### config.mk
export PLATFORM = sky130hd
export DESIGN_NAME = hsclk_sel_ctrl
export DESIGN_NICKNAME = d
export VERILOG_FILES = /design/src/rtl/beeb816_clk_pkg.sv /design/src/rtl/clk_sync2.sv /design/src/rtl/hsclk_sel_ctrl.sv
export SDC_FILE = /design/constraint.sdc
export NUM_CORES = 1
export LEC_CHECK = 0
export BUFFER_PORTS_ARGS = -buffer_cell sky130_fd_sc_hd__buf_2
export CORE_UTILIZATION = 50
export DETAILED_ROUTE_END_ITERATION = 10
export PLACE_DENSITY_LB_ADDON = 0.25
export SYNTH_ARGS = -nofsm -noshare
export SYNTH_HDL_FRONTEND = slang
export SYNTH_SLANG_ARGS = --single-unit
### constraint.sdc
create_clock -name cpuclk_r -period 3.6 [get_ports cpuclk_r]
set_input_delay 0.54 -clock cpuclk_r [delete_from_list [all_inputs] [get_ports cpuclk_r]]
set_output_delay 0.54 -clock cpuclk_r [all_outputs]
set_load 0.02 [all_outputs]
### src/rtl/beeb816_clk_pkg.sv
// Shared definitions for the CPU clock-speed controller: FSM state encoding,
// default decode/timing constants and a counter-width helper.
package beeb816_clk_pkg;

    // Controller state: settled on a clock (LS/HS) or waiting for the mux (SW_*).
    typedef enum logic [1:0] {
        LS    = 2'd0,
        SW_HS = 2'd1,
        HS    = 2'd2,
        SW_LS = 2'd3
    } clk_state_e;

    // Bank-0 pages decoded as slow IO.
    localparam logic [7:0]  IO_LO_DEF          = 8'hFC;
    localparam logic [7:0]  IO_HI_DEF          = 8'hFE;

    // Timing defaults.
    localparam int unsigned HOLD_CYCLES_DEF    = 4;
    localparam int unsigned SWITCH_TIMEOUT_DEF = 63;

    // Divider reset value and speed control register location.
    localparam logic [1:0]  DEFAULT_DIV_DEF    = 2'b00;
    localparam logic [23:0] DIVREG_ADDR_DEF    = 24'hFF00FF;

    // Bits needed for a counter that holds 0..max_val.
    function automatic int unsigned ctr_width(input int unsigned max_val);
        return (max_val < 1) ? 1 : $clog2(max_val + 1);
    endfunction

endpackage

### src/rtl/clk_sync2.sv
// Two-flop synchroniser for the latch-derived LS-clock acknowledge.
// Resets to 1 because the mux comes out of reset running the LS clock.
module clk_sync2 (
    input  logic cpuclk_r,
    input  logic rst_b,
    input  logic i_d,
    output logic o_q
);

    logic r_meta;
    logic r_sync;

    // Shift the asynchronous input through two flops.
    always_ff @(posedge cpuclk_r or negedge rst_b) begin
        if (!rst_b) begin
            r_meta <= 1'b1;
            r_sync <= 1'b1;
        end else begin
            // NOTE: non-blocking assignments let both flops sample their old
            // values on the same edge; blocking here would collapse the chain.
            r_meta <= i_d;
            r_sync <= r_meta;
        end
    end

    assign o_q = r_sync;

endmodule

### src/rtl/hsclk_sel_ctrl.sv
// Upstream clock-speed controller for the CPU clock mux. Decodes each 65816
// bus cycle, requests HS or LS clock from the mux, stalls the CPU through
// cpu_rdy until the mux acknowledges, and flags a sticky error if it never does.
// Optional feature macro: CLKDIV_REG_EN enables the write-only speed control
// register (divider select + force-LS bit) at DIVREG_ADDR.
module hsclk_sel_ctrl
    import beeb816_clk_pkg::*;
#(
    parameter logic [7:0]  IO_LO          = IO_LO_DEF,
    parameter logic [7:0]  IO_HI          = IO_HI_DEF,
    parameter int unsigned HOLD_CYCLES    = HOLD_CYCLES_DEF,
    parameter int unsigned SWITCH_TIMEOUT = SWITCH_TIMEOUT_DEF,
    parameter logic [1:0]  DEFAULT_DIV    = DEFAULT_DIV_DEF,
    parameter logic [23:0] DIVREG_ADDR    = DIVREG_ADDR_DEF
) (
    input  logic        cpuclk_r,
    input  logic        rst_b,
    input  logic [23:0] addr,
    input  logic        vda,
    input  logic        vpa,
    input  logic        rnw,
    input  logic [7:0]  data_in,
    input  logic        hsclk_selected,
    input  logic        lsclk_selected,
    output logic        hsclk_sel,
    output logic [1:0]  cpuclk_div_sel,
    output logic        cpu_rdy,
    output logic        switch_err
);

    localparam int unsigned       HOLD_W    = ctr_width(HOLD_CYCLES);
    localparam int unsigned       TMO_W     = ctr_width(SWITCH_TIMEOUT);
    localparam logic [HOLD_W-1:0] HOLD_LOAD = HOLD_W'(HOLD_CYCLES);
    localparam logic [TMO_W-1:0]  TMO_LAST  = TMO_W'(SWITCH_TIMEOUT);

    clk_state_e        r_state;
    clk_state_e        w_state_nxt;
    logic [HOLD_W-1:0] r_hold;
    logic [HOLD_W-1:0] w_hold_nxt;
    logic [TMO_W-1:0]  r_tmo;
    logic [TMO_W-1:0]  w_tmo_nxt;
    logic              r_err;
    logic              w_err_nxt;
    logic [1:0]        r_div;
    logic [1:0]        w_div_pend;
    logic              w_force_ls;
    logic              w_ls_ack_s;
    logic              w_io_hit;
    logic              w_slow;
    logic              w_hsclk_sel;
    logic              w_rdy;

    // The LS acknowledge comes from a latch in the mux, so resynchronise it.
    clk_sync2 u_ls_sync (
        .cpuclk_r (cpuclk_r),
        .rst_b    (rst_b),
        .i_d      (lsclk_selected),
        .o_q      (w_ls_ack_s)
    );

    // A valid bank-0 access to the IO pages must run on the LS clock.
    assign w_io_hit = (vda | vpa) && (addr[23:16] == 8'h00) &&
                      (addr[15:8] >= IO_LO) && (addr[15:8] <= IO_HI);
    assign w_slow   = w_io_hit | w_force_ls;

`ifdef CLKDIV_REG_EN
    logic       r_div_pend;
    logic [1:0] r_div_pend_val;
    logic       r_force_ls;
    logic       w_reg_wr;

    // Only a completed (rdy) data write hits the register.
    assign w_reg_wr = vda & ~rnw & w_rdy & (addr == DIVREG_ADDR);

    // Speed control register: pending divider and force-LS bit.
    always_ff @(posedge cpuclk_r or negedge rst_b) begin
        if (!rst_b) begin
            r_div_pend_val <= DEFAULT_DIV;
            r_force_ls     <= 1'b0;
        end else if (w_reg_wr) begin
            r_div_pend_val <= data_in[1:0];
            r_force_ls     <= data_in[7];
        end
    end

    // Keep a one-bit alias so both builds present the same pending-value net.
    assign r_div_pend = 1'b0;
    assign w_div_pend = r_div_pend_val;
    assign w_force_ls = r_force_ls;

    logic w_unused_reg;
    assign w_unused_reg = ^{r_div_pend, data_in[6:2]};
`else
    assign w_div_pend = DEFAULT_DIV;
    assign w_force_ls = 1'b0;

    // Register interface inputs are unused without the control register.
    logic w_unused_bus;
    assign w_unused_bus = ^{data_in, rnw, addr[7:0], DIVREG_ADDR};
`endif

    // Next-state, counter and output decode for the clock-switch FSM.
    always_comb begin
        // NOTE: every output of this block gets a default first so no path
        // leaves a signal unassigned, which would otherwise infer a latch.
        w_state_nxt = r_state;
        w_hold_nxt  = r_hold;
        w_tmo_nxt   = r_tmo;
        w_err_nxt   = r_err;
        w_hsclk_sel = 1'b0;
        w_rdy       = 1'b1;

        unique case (r_state)
            HS: begin
                w_hsclk_sel = 1'b1;
                if (w_slow) begin
                    w_state_nxt = SW_LS;
                    w_tmo_nxt   = '0;
                end
            end
            SW_LS: begin
                w_rdy = 1'b0;
                if (w_ls_ack_s && !hsclk_selected) begin
                    w_state_nxt = LS;
                    w_hold_nxt  = HOLD_LOAD;
                end else if (r_tmo == TMO_LAST) begin
                    w_err_nxt   = 1'b1;
                    w_state_nxt = LS;
                    w_hold_nxt  = HOLD_LOAD;
                end else begin
                    w_tmo_nxt = r_tmo + 1'b1;
                end
            end
            LS: begin
                // A slow access always restarts the hold-off, even at hold==1.
                if (w_slow) begin
                    w_hold_nxt = HOLD_LOAD;
                end else if (r_hold == '0) begin
                    w_state_nxt = SW_HS;
                    w_tmo_nxt   = '0;
                end else begin
                    w_hold_nxt = r_hold - 1'b1;
                end
            end
            SW_HS: begin
                w_hsclk_sel = 1'b1;
                w_rdy       = 1'b0;
                // A slow access pending here is handled from HS (no LS bypass).
                if (hsclk_selected) begin
                    w_state_nxt = HS;
                end else if (r_tmo == TMO_LAST) begin
                    w_err_nxt   = 1'b1;
                    w_state_nxt = LS;
                    w_hold_nxt  = HOLD_LOAD;
                end else begin
                    w_tmo_nxt = r_tmo + 1'b1;
                end
            end
            default: begin
                w_state_nxt = LS;
                w_hold_nxt  = HOLD_LOAD;
            end
        endcase
    end

    // State, counters and sticky error; reset returns straight to LS.
    always_ff @(posedge cpuclk_r or negedge rst_b) begin
        if (!rst_b) begin
            r_state <= LS;
            r_hold  <= HOLD_LOAD;
            r_tmo   <= '0;
            r_err   <= 1'b0;
        end else begin
            r_state <= w_state_nxt;
            r_hold  <= w_hold_nxt;
            r_tmo   <= w_tmo_nxt;
            r_err   <= w_err_nxt;
        end
    end

    // The HS divider may only change while the mux is running the LS clock.
    always_ff @(posedge cpuclk_r or negedge rst_b) begin
        if (!rst_b) begin
            r_div <= DEFAULT_DIV;
        end else if (r_state == LS) begin
            r_div <= w_div_pend;
        end
    end

    assign hsclk_sel      = w_hsclk_sel;
    assign cpu_rdy        = w_rdy;
    assign cpuclk_div_sel = r_div;
    assign switch_err     = r_err;

endmodule

==> impl_summary.txt, run 1 <==
----------------------------------------------------
[Detailed routing]
  Post-route ant nets ... 0
  Drt first pass iters ... 4
  Avg Vias per Cell ... 5.799
  Vias after detailed routing ... 922
  Total routed wirelength ... 2189 µm
  Number of design-rule violations left by the first detailed-router iteration ... 11
  DR DRC count ... 0
  Average detailed-routed wire length per instance ... 13.77 µm

[Die]
  I/O pin total ... 44
  Die X-Extent ... 47.55 µm
  Floorplan die height ... 47.55 µm
  Initial cell density of the core ... 52.87%
  Row cnt ... 16
  Core Region ... 0.001962 mm²
  Die Area ... 0.002261 mm²

[Synthesis]
  Share of cell area taken by muxes after synthesis ... 1.086%
  Leading post-synthesis cells by instance count ... 12 x inv_1, 11 x dfrtp_1, 11 x nor2_1
  Post-synthesis xor/xnor area fraction ... 0%
  Primary flip-flop cell chosen by synthesis mapping ... dfrtp_1
  Cell Area, Synth ... 0.001037 mm²
  Share of synthesized area occupied by flip-flops and latches ... 34.14%
  Synth Area in Compound Gates ... 28.11%
  Number of synthesized flops with an enable pin ... 0
  Top cells by area, synth ... dfrtp_1 27%, ha_1 9.7%, dfstp_2 7.6%
  Largest family of logic cells by synthesized area ... compound AO/OA/AOI/OAI gates
  Most used standard cell by instance count after synthesis ... inv_1
  Adder and majority cell fraction of the synthesized area ... 9.650%
  Number of cells produced by synthesis ... 107
  Register bit count reported by yosys ... 14
  Basic-gate share of the synthesized area counting and, or, nand and nor cells ... 20.14%
  Mean Syn Cell Area ... 9.694 µm²
  Yosys warns ... 0
  Area share of the leading cell type in the synthesized netlist ... 26.54%
  Share of synthesized flip-flops with an asynchronous set or reset ... 100.0%
  Cell type contributing the most total cell area after synthesis ... dfrtp_1
  Netlist cell types ... 43

[GRT]
  Most heavily used metal layer in global routing ... met2
  Global-route wire length before repair ... 3056 µm
  Met1 track demand over resource ... 25.06%
  Routing usage on met3 ... 2.264%
  Number of antenna violations at the first check in global routing ... 0
  Total gr overflow ... 0
  Total routing usage reported by global routing ... 19.03%
  Vias in the first global route ... 740
  Largest net degree at the start of global routing ... 15
  Met2 routing resource usage after global routing ... 32.33%

[Pwr]
  Static Leakage ... 0.0005446 µW
  Worst IR Drop VDD ... 396.2 µV
  Pwr Density ... 729.4 mW/mm²

[Timing]
  Final number of max-transition violations ... 0
  Setup-failing EPs final ... 0
  Hold violation total from the final report ... 0
  Slew at the pin with the worst max-slew slack ... 0.6571 ns
  Worst Skew ... 0.001562 ns
  RSZ-0062 raised after global routing ... false
  Fmax achieved ... 0.4060 GHz
  Crit path time final ... 2.463 ns
  Worst slew slack as a fraction of its limit ... 56.03%
  Share of the clock period used by the worst path after layout ... 68.42%
  Setup TNS ... 0 ns

[Placement]
  Cells after DPL ... 155
  Final RePlAce weighted congestion ... 0.8638
  Final HPWL from detailed placement ... 1664 µm
  Port buffer count ... 24

[Clocking]
  H-tree level count ... 1
  Clk Tree Root Cell ... clkbuf_4
  CTS sink count ... 14
  Clock transition time at the flip-flop clock pins of the worst setup and hold paths ... 0.08 ns
  Hold buffer count at cts ... 0
  Number of buffers inserted to repair setup after CTS ... 0
  CTS tree ... done
  CTS buffer count ... 3
  Number of gates resized after CTS ... 0
  Largest buffer count on any clock path ... 2
  Clock insertion delay at the later pin of the skew report ... 0.27 ns

[Critical path]
  Worst r2r path cells ... 6
  WS Path Type ... reg -> out
  Critical path fanouts, max ... 11
  Critical Path Source Type ... flop
  Required @ worst endpoint ... 3.06 ns
  Kind of end point of the critical path ... output port
  Data arrival time at the worst-slack endpoint ... 1.92 ns

[Finish]
  Proportion of layout cells with a drive suffix above 1 ... 31.82%
  Area Growth Syn to Fin ... 15.56%
  Fin nets ... 180
  Final instance count without filler cells ... 159
  Layout filler cell count ... 182
  Inserted Diodes ... 0

[Flow run]
  Max Cap Viol ... 0

[Outcome]
  Run status ... complete, no violations

[Min path]
  Hold WC Path Type ... in -> async

----------------------------------------------------
[critical path, stage by stage (launching register included)]
cell and delay, ns:
dfrtp_1 0.40, inv_1 0.09, ha_1 0.31, nor2_1 0.57, buf_2 0.28
[final cells by class]
cell class / count / area (µm²) / share of cell area [%]
tap: 27 / 33.78 / 2.818
multi-input combinational: 78 / 619.3 / 51.67
sequential: 14 / 354.1 / 29.54
clock buffer: 4 / 26.28 / 2.192
inverter: 12 / 45.04 / 3.758
timing repair buffer: 24 / 120.1 / 10.02
[through the flow]
step           utilization (%)  cell area, µm²  hold WS, ns  worst slack, ns  power [µW]
3_3_place_gp             59.76            1172       0.3456            1.425       759.8
5_1_grt                  61.10            1199       0.1654            1.072       953.8
6_report                 61.10            1199       0.1484            1.137       874.3
4_1_cts                  61.10            1199       0.1498            1.184       876.1
3_5_place_dp             59.76            1172       0.3532            1.430       778.6
2_1_floorplan                -            1041       0.2444            1.674       659.7
[report_power, final]
| part | switching, µW | total [µW] | internal [µW] |
|---|---|---|---|
| Combinational | 325 | 537 | 212 |
| Clock | 48.2 | 91.2 | 43.0 |
| Sequential | 38.0 | 246 | 208 |
| Total | 411 | 874 | 463 |
[metal layers]
| metal | share of wire [%] | wire, µm | vias to the layer above |
|---|---|---|---|
| li1 | - | - | 450 |
| met1 | 47 | 1036 | 443 |
| met2 | 47 | 1033 | 27 |
| met3 | 5.0 | 109 | 2 |
| met4 | 0.41 | 9 | 0 |
| met5 | 0 | 0 | - |
[path summary, 6_finish.rpt]
check | from | end | slack (ns)
min in group cpuclk_r | lsclk_selected | u_ls_sync.r_meta | 0.36
max | r_state[1] | cpu_rdy | 1.14
min reg2reg | u_ls_sync.r_meta | u_ls_sync.o_q | 0.36
min | rst_b | r_state[0] | 0.15
max reg2reg | r_tmo[0] | r_tmo[5] | 1.46
max in group asynchronous | rst_b | r_hold[2] | 3.16
[flip-flops by register name (all words and copies together), names as in the netlist]
name              flops
u_ls_sync.o_q         1
r_tmo                 6
switch_err            1
r_hold                3
u_ls_sync.r_meta      1
r_state               2
[kinds of logic (layout without fill, tap and decap cells)]
kind of cell / after synthesis / after routing
flip-flops: 14 / 14
adder cells (fa/ha/maj): 8 / 8
buffers and inverters: 16 / 40
AO/OA/AOI/OAI: 34 / 34
other: 1 / 2
AND/OR/NAND/NOR: 33 / 33
multiplexers: 1 / 1
[layout by cell type (no fill, tap or decap), drive strengths merged, types with 2 or more instances in the layout]
master / n
buf: 24
inv: 12
nor2: 11
dfrtp: 11
ha: 8
nand2: 5
o41ai: 5
o21ai: 5
a21oi: 4
nand3: 4
clkbuf: 4
o221ai: 3
dfstp: 3
o22ai: 3
nor3: 2
o2bb2ai: 2
conb: 2
o2111ai: 2
o31ai: 2
Power figures use the tool's default switching activity.
==> run 2, diff against run 1 <==
--- a/config.mk
+++ b/config.mk
@@ -6,7 +6,7 @@
 export NUM_CORES = 1
 export LEC_CHECK = 0
 export BUFFER_PORTS_ARGS = -buffer_cell sky130_fd_sc_hd__buf_2
-export CORE_UTILIZATION = 50
+export CORE_UTILIZATION = 47
 export DETAILED_ROUTE_END_ITERATION = 10
 export PLACE_DENSITY_LB_ADDON = 0.25
 export SYNTH_ARGS = -nofsm -noshare
==> constraint.sdc (replaced) <==
create_clock -name cpuclk_r -period 2.6 [get_ports cpuclk_r]
set_input_delay 0.39 -clock cpuclk_r [delete_from_list [all_inputs] [get_ports cpuclk_r]]
set_output_delay 0.39 -clock cpuclk_r [all_outputs]
set_load 0.02 [all_outputs]
==> run 2 against run 1 <==
  * Wire length decreased by 3.7%
  * Utilization fell by 0.82 points
  * Combinational power increased by 36%
  * Via count is 0.98% lower
  * Critical path type unchanged
  * Largest power group unchanged
==> impl_summary.txt, run 2 (same netlist as run 1, synthesis figures left out) <==
----------------------------------------------------
[Timing]
  Slew at the pin with the worst max-slew slack ... 0.6240 ns
  RSZ-0062 raised after global routing ... false
  Setup-failing EPs final ... 0
  Crit path time final ... 2.287 ns
  Share of the clock period used by the worst path after layout ... 87.97%
  Hold violation total from the final report ... 0
  Setup TNS ... 0 ns
  Fmax achieved ... 0.4372 GHz
  Worst Skew ... 0.003624 ns
  Fin Hold WS ... 0.2017 ns
  Final number of max-transition violations ... 0
  Worst slew slack as a fraction of its limit ... 58.24%

[Die]
  Die X-Extent ... 48.98 µm
  Floorplan die height ... 48.98 µm
  Row cnt ... 16
  Core Region ... 0.002022 mm²
  Initial cell density of the core ... 51.30%
  I/O pin total ... 44
  Die Area ... 0.002399 mm²

[GRT]
  Total routing usage reported by global routing ... 20.28%
  Vias in the first global route ... 906
  Number of antenna violations at the first check in global routing ... 0
  Largest net degree at the start of global routing ... 15
  Global-route wire length before repair ... 3774 µm
  Total gr overflow ... 0

[Clocking]
  Clock insertion delay at the later pin of the skew report ... 0.28 ns
  CTS tree ... done
  Clock transition time at the flip-flop clock pins of the worst setup and hold paths ... 0.08 ns
  CTS sink count ... 14
  CTS buffer count ... 3
  Clk Tree Root Cell ... clkbuf_4
  Largest buffer count on any clock path ... 2
  H-tree level count ... 1

[Placement]
  Final HPWL from detailed placement ... 1599 µm
  Port buffer count ... 24
  Final RePlAce weighted congestion ... 0.8646

[Critical path]
  Data arrival time at the worst-slack endpoint ... 1.90 ns
  Worst r2r path cells ... 6
  Worst reg2reg endpoint ... r_tmo[5]
  Reg2reg setup slack ... 0.43 ns
  Required @ worst endpoint ... 2.21 ns
  Critical path fanouts, max ... 11
  WS Path Type ... reg -> out
  Critical Path Source Type ... flop
  Kind of end point of the critical path ... output port
  Reg-to-reg startpoint ... r_tmo[0]

[Pwr]
  Worst IR Drop VDD ... 705.5 µV
  Static Leakage ... 0.0005548 µW
  Pwr Density ... 1009 mW/mm²

[Detailed routing]
  Post-route ant nets ... 0
  Avg Vias per Cell ... 5.706
  Drt first pass iters ... 4
  Average detailed-routed wire length per instance ... 13.18 µm
  Vias after detailed routing ... 913
  Number of design-rule violations left by the first detailed-router iteration ... 14
  Total routed wirelength ... 2109 µm
  DR DRC count ... 0

[Min path]
  Cell depth of the worst min-delay path ... 1
  Worst hold endpoint ... u_ls_sync.r_meta
  Hold WC Path Type ... in -> reg
  Start point of the worst hold path ... lsclk_selected

[Finish]
  Combined area of the multi-input logic cells ... 619.3 µm²
  Inserted Diodes ... 0
  Biggest regs ... r_tmo: 6 flops, r_hold: 3 flops, r_state: 2 flops
  Fin nets ... 181
  Top library cells by usage in the layout, fill and taps aside ... 24 x buf_2, 12 x inv_1, 11 x nor2_1, 11 x dfrtp_1, 8 x ha_1
  Area Growth Syn to Fin ... 17.49%
  Commonest non-fill, non-tap cell in the layout ... buf_2
  Register bank with the most flops ... r_tmo
  Reg area ... 354.1 µm²
  Proportion of layout cells with a drive suffix above 1 ... 32.33%
  Layout filler cell count ... 174
  Flip-flop count of the largest register after layout ... 6

[Outcome]
  Run status ... complete, no violations

[Flow run]
  Max Cap Viol ... 0

----------------------------------------------------
==> run 2: cell count changes in the layout (fill, tap and decap cells not counted), sizes merged <==
cell,delta
dlygate4sd3,+1
==> run 2: critical path, stage by stage (launching register included) <==
cell	delay, ns
dfrtp_1	0.40
inv_1	0.09
ha_1	0.31
nor2_1	0.54
buf_2	0.28
==> run 2: metal layers <==
layer  global-route usage, %  share of wire [%]
met3                   4.361                5.8
met5                       0                  0
met1                   24.90                 46
met4                   8.333                1.5
met2                   34.26                 47
==> run 2: layout make-up <==
class | count | share of cell area [%]
clock buffers | 4 | 2.977
inverters | 12 | 3.696
multi-input cells | 78 | 50.82
flip-flops and latches | 14 | 29.06
well taps | 27 | 2.772
repair buffers | 25 | 10.68
==> run 2: where the power goes <==
| group | leakage [µW] | internal (µW) | switching (µW) | total [µW] |
|---|---|---|---|---|
| combinational | 0.000357 | 295 | 437 | 732 |
| clock | 0.0000210 | 85.2 | 72.3 | 157 |
| sequential | 0.000176 | 288 | 52.4 | 340 |
==> run 2: per-stage QoR <==
stage | setup WS, ns | total power, µW | instances | util (%) | instance area, µm²
floorplan | 0.6878 | 913.5 | 108 | - | 1041
global placement | 0.4916 | 1050 | 155 | 57.98 | 1172
detailed placement | 0.4781 | 1071 | 155 | 57.98 | 1172
CTS | 0.3145 | 1236 | 160 | 60.27 | 1219
global route | 0.1643 | 1352 | 160 | 60.27 | 1219
finish | 0.3127 | 1230 | 160 | 60.27 | 1219
==> run 2: how the worst max path moves through the flow <==
stage                from  endpoint  slack (ns)  depth (start not counted)
2_1_floorplan    r_tmo[0]  r_tmo[3]        0.69                          6
3_3_place_gp     r_tmo[0]  r_tmo[5]        0.49                          6
3_5_place_dp     r_tmo[0]  r_tmo[5]        0.48                          6
4_1_cts        r_state[1]   cpu_rdy        0.31                          4
5_1_grt        r_state[1]   cpu_rdy        0.16                          4
6_report       r_state[1]   cpu_rdy        0.31                          4
==> run 2: what timing repair did <==
action | 4_1_cts | 5_1_grt
endpoints found under the hold margin | 6 | 0
gates resized for setup | 0 | 0
hold buffers | 1 | 0
setup buffers | 0 | 0
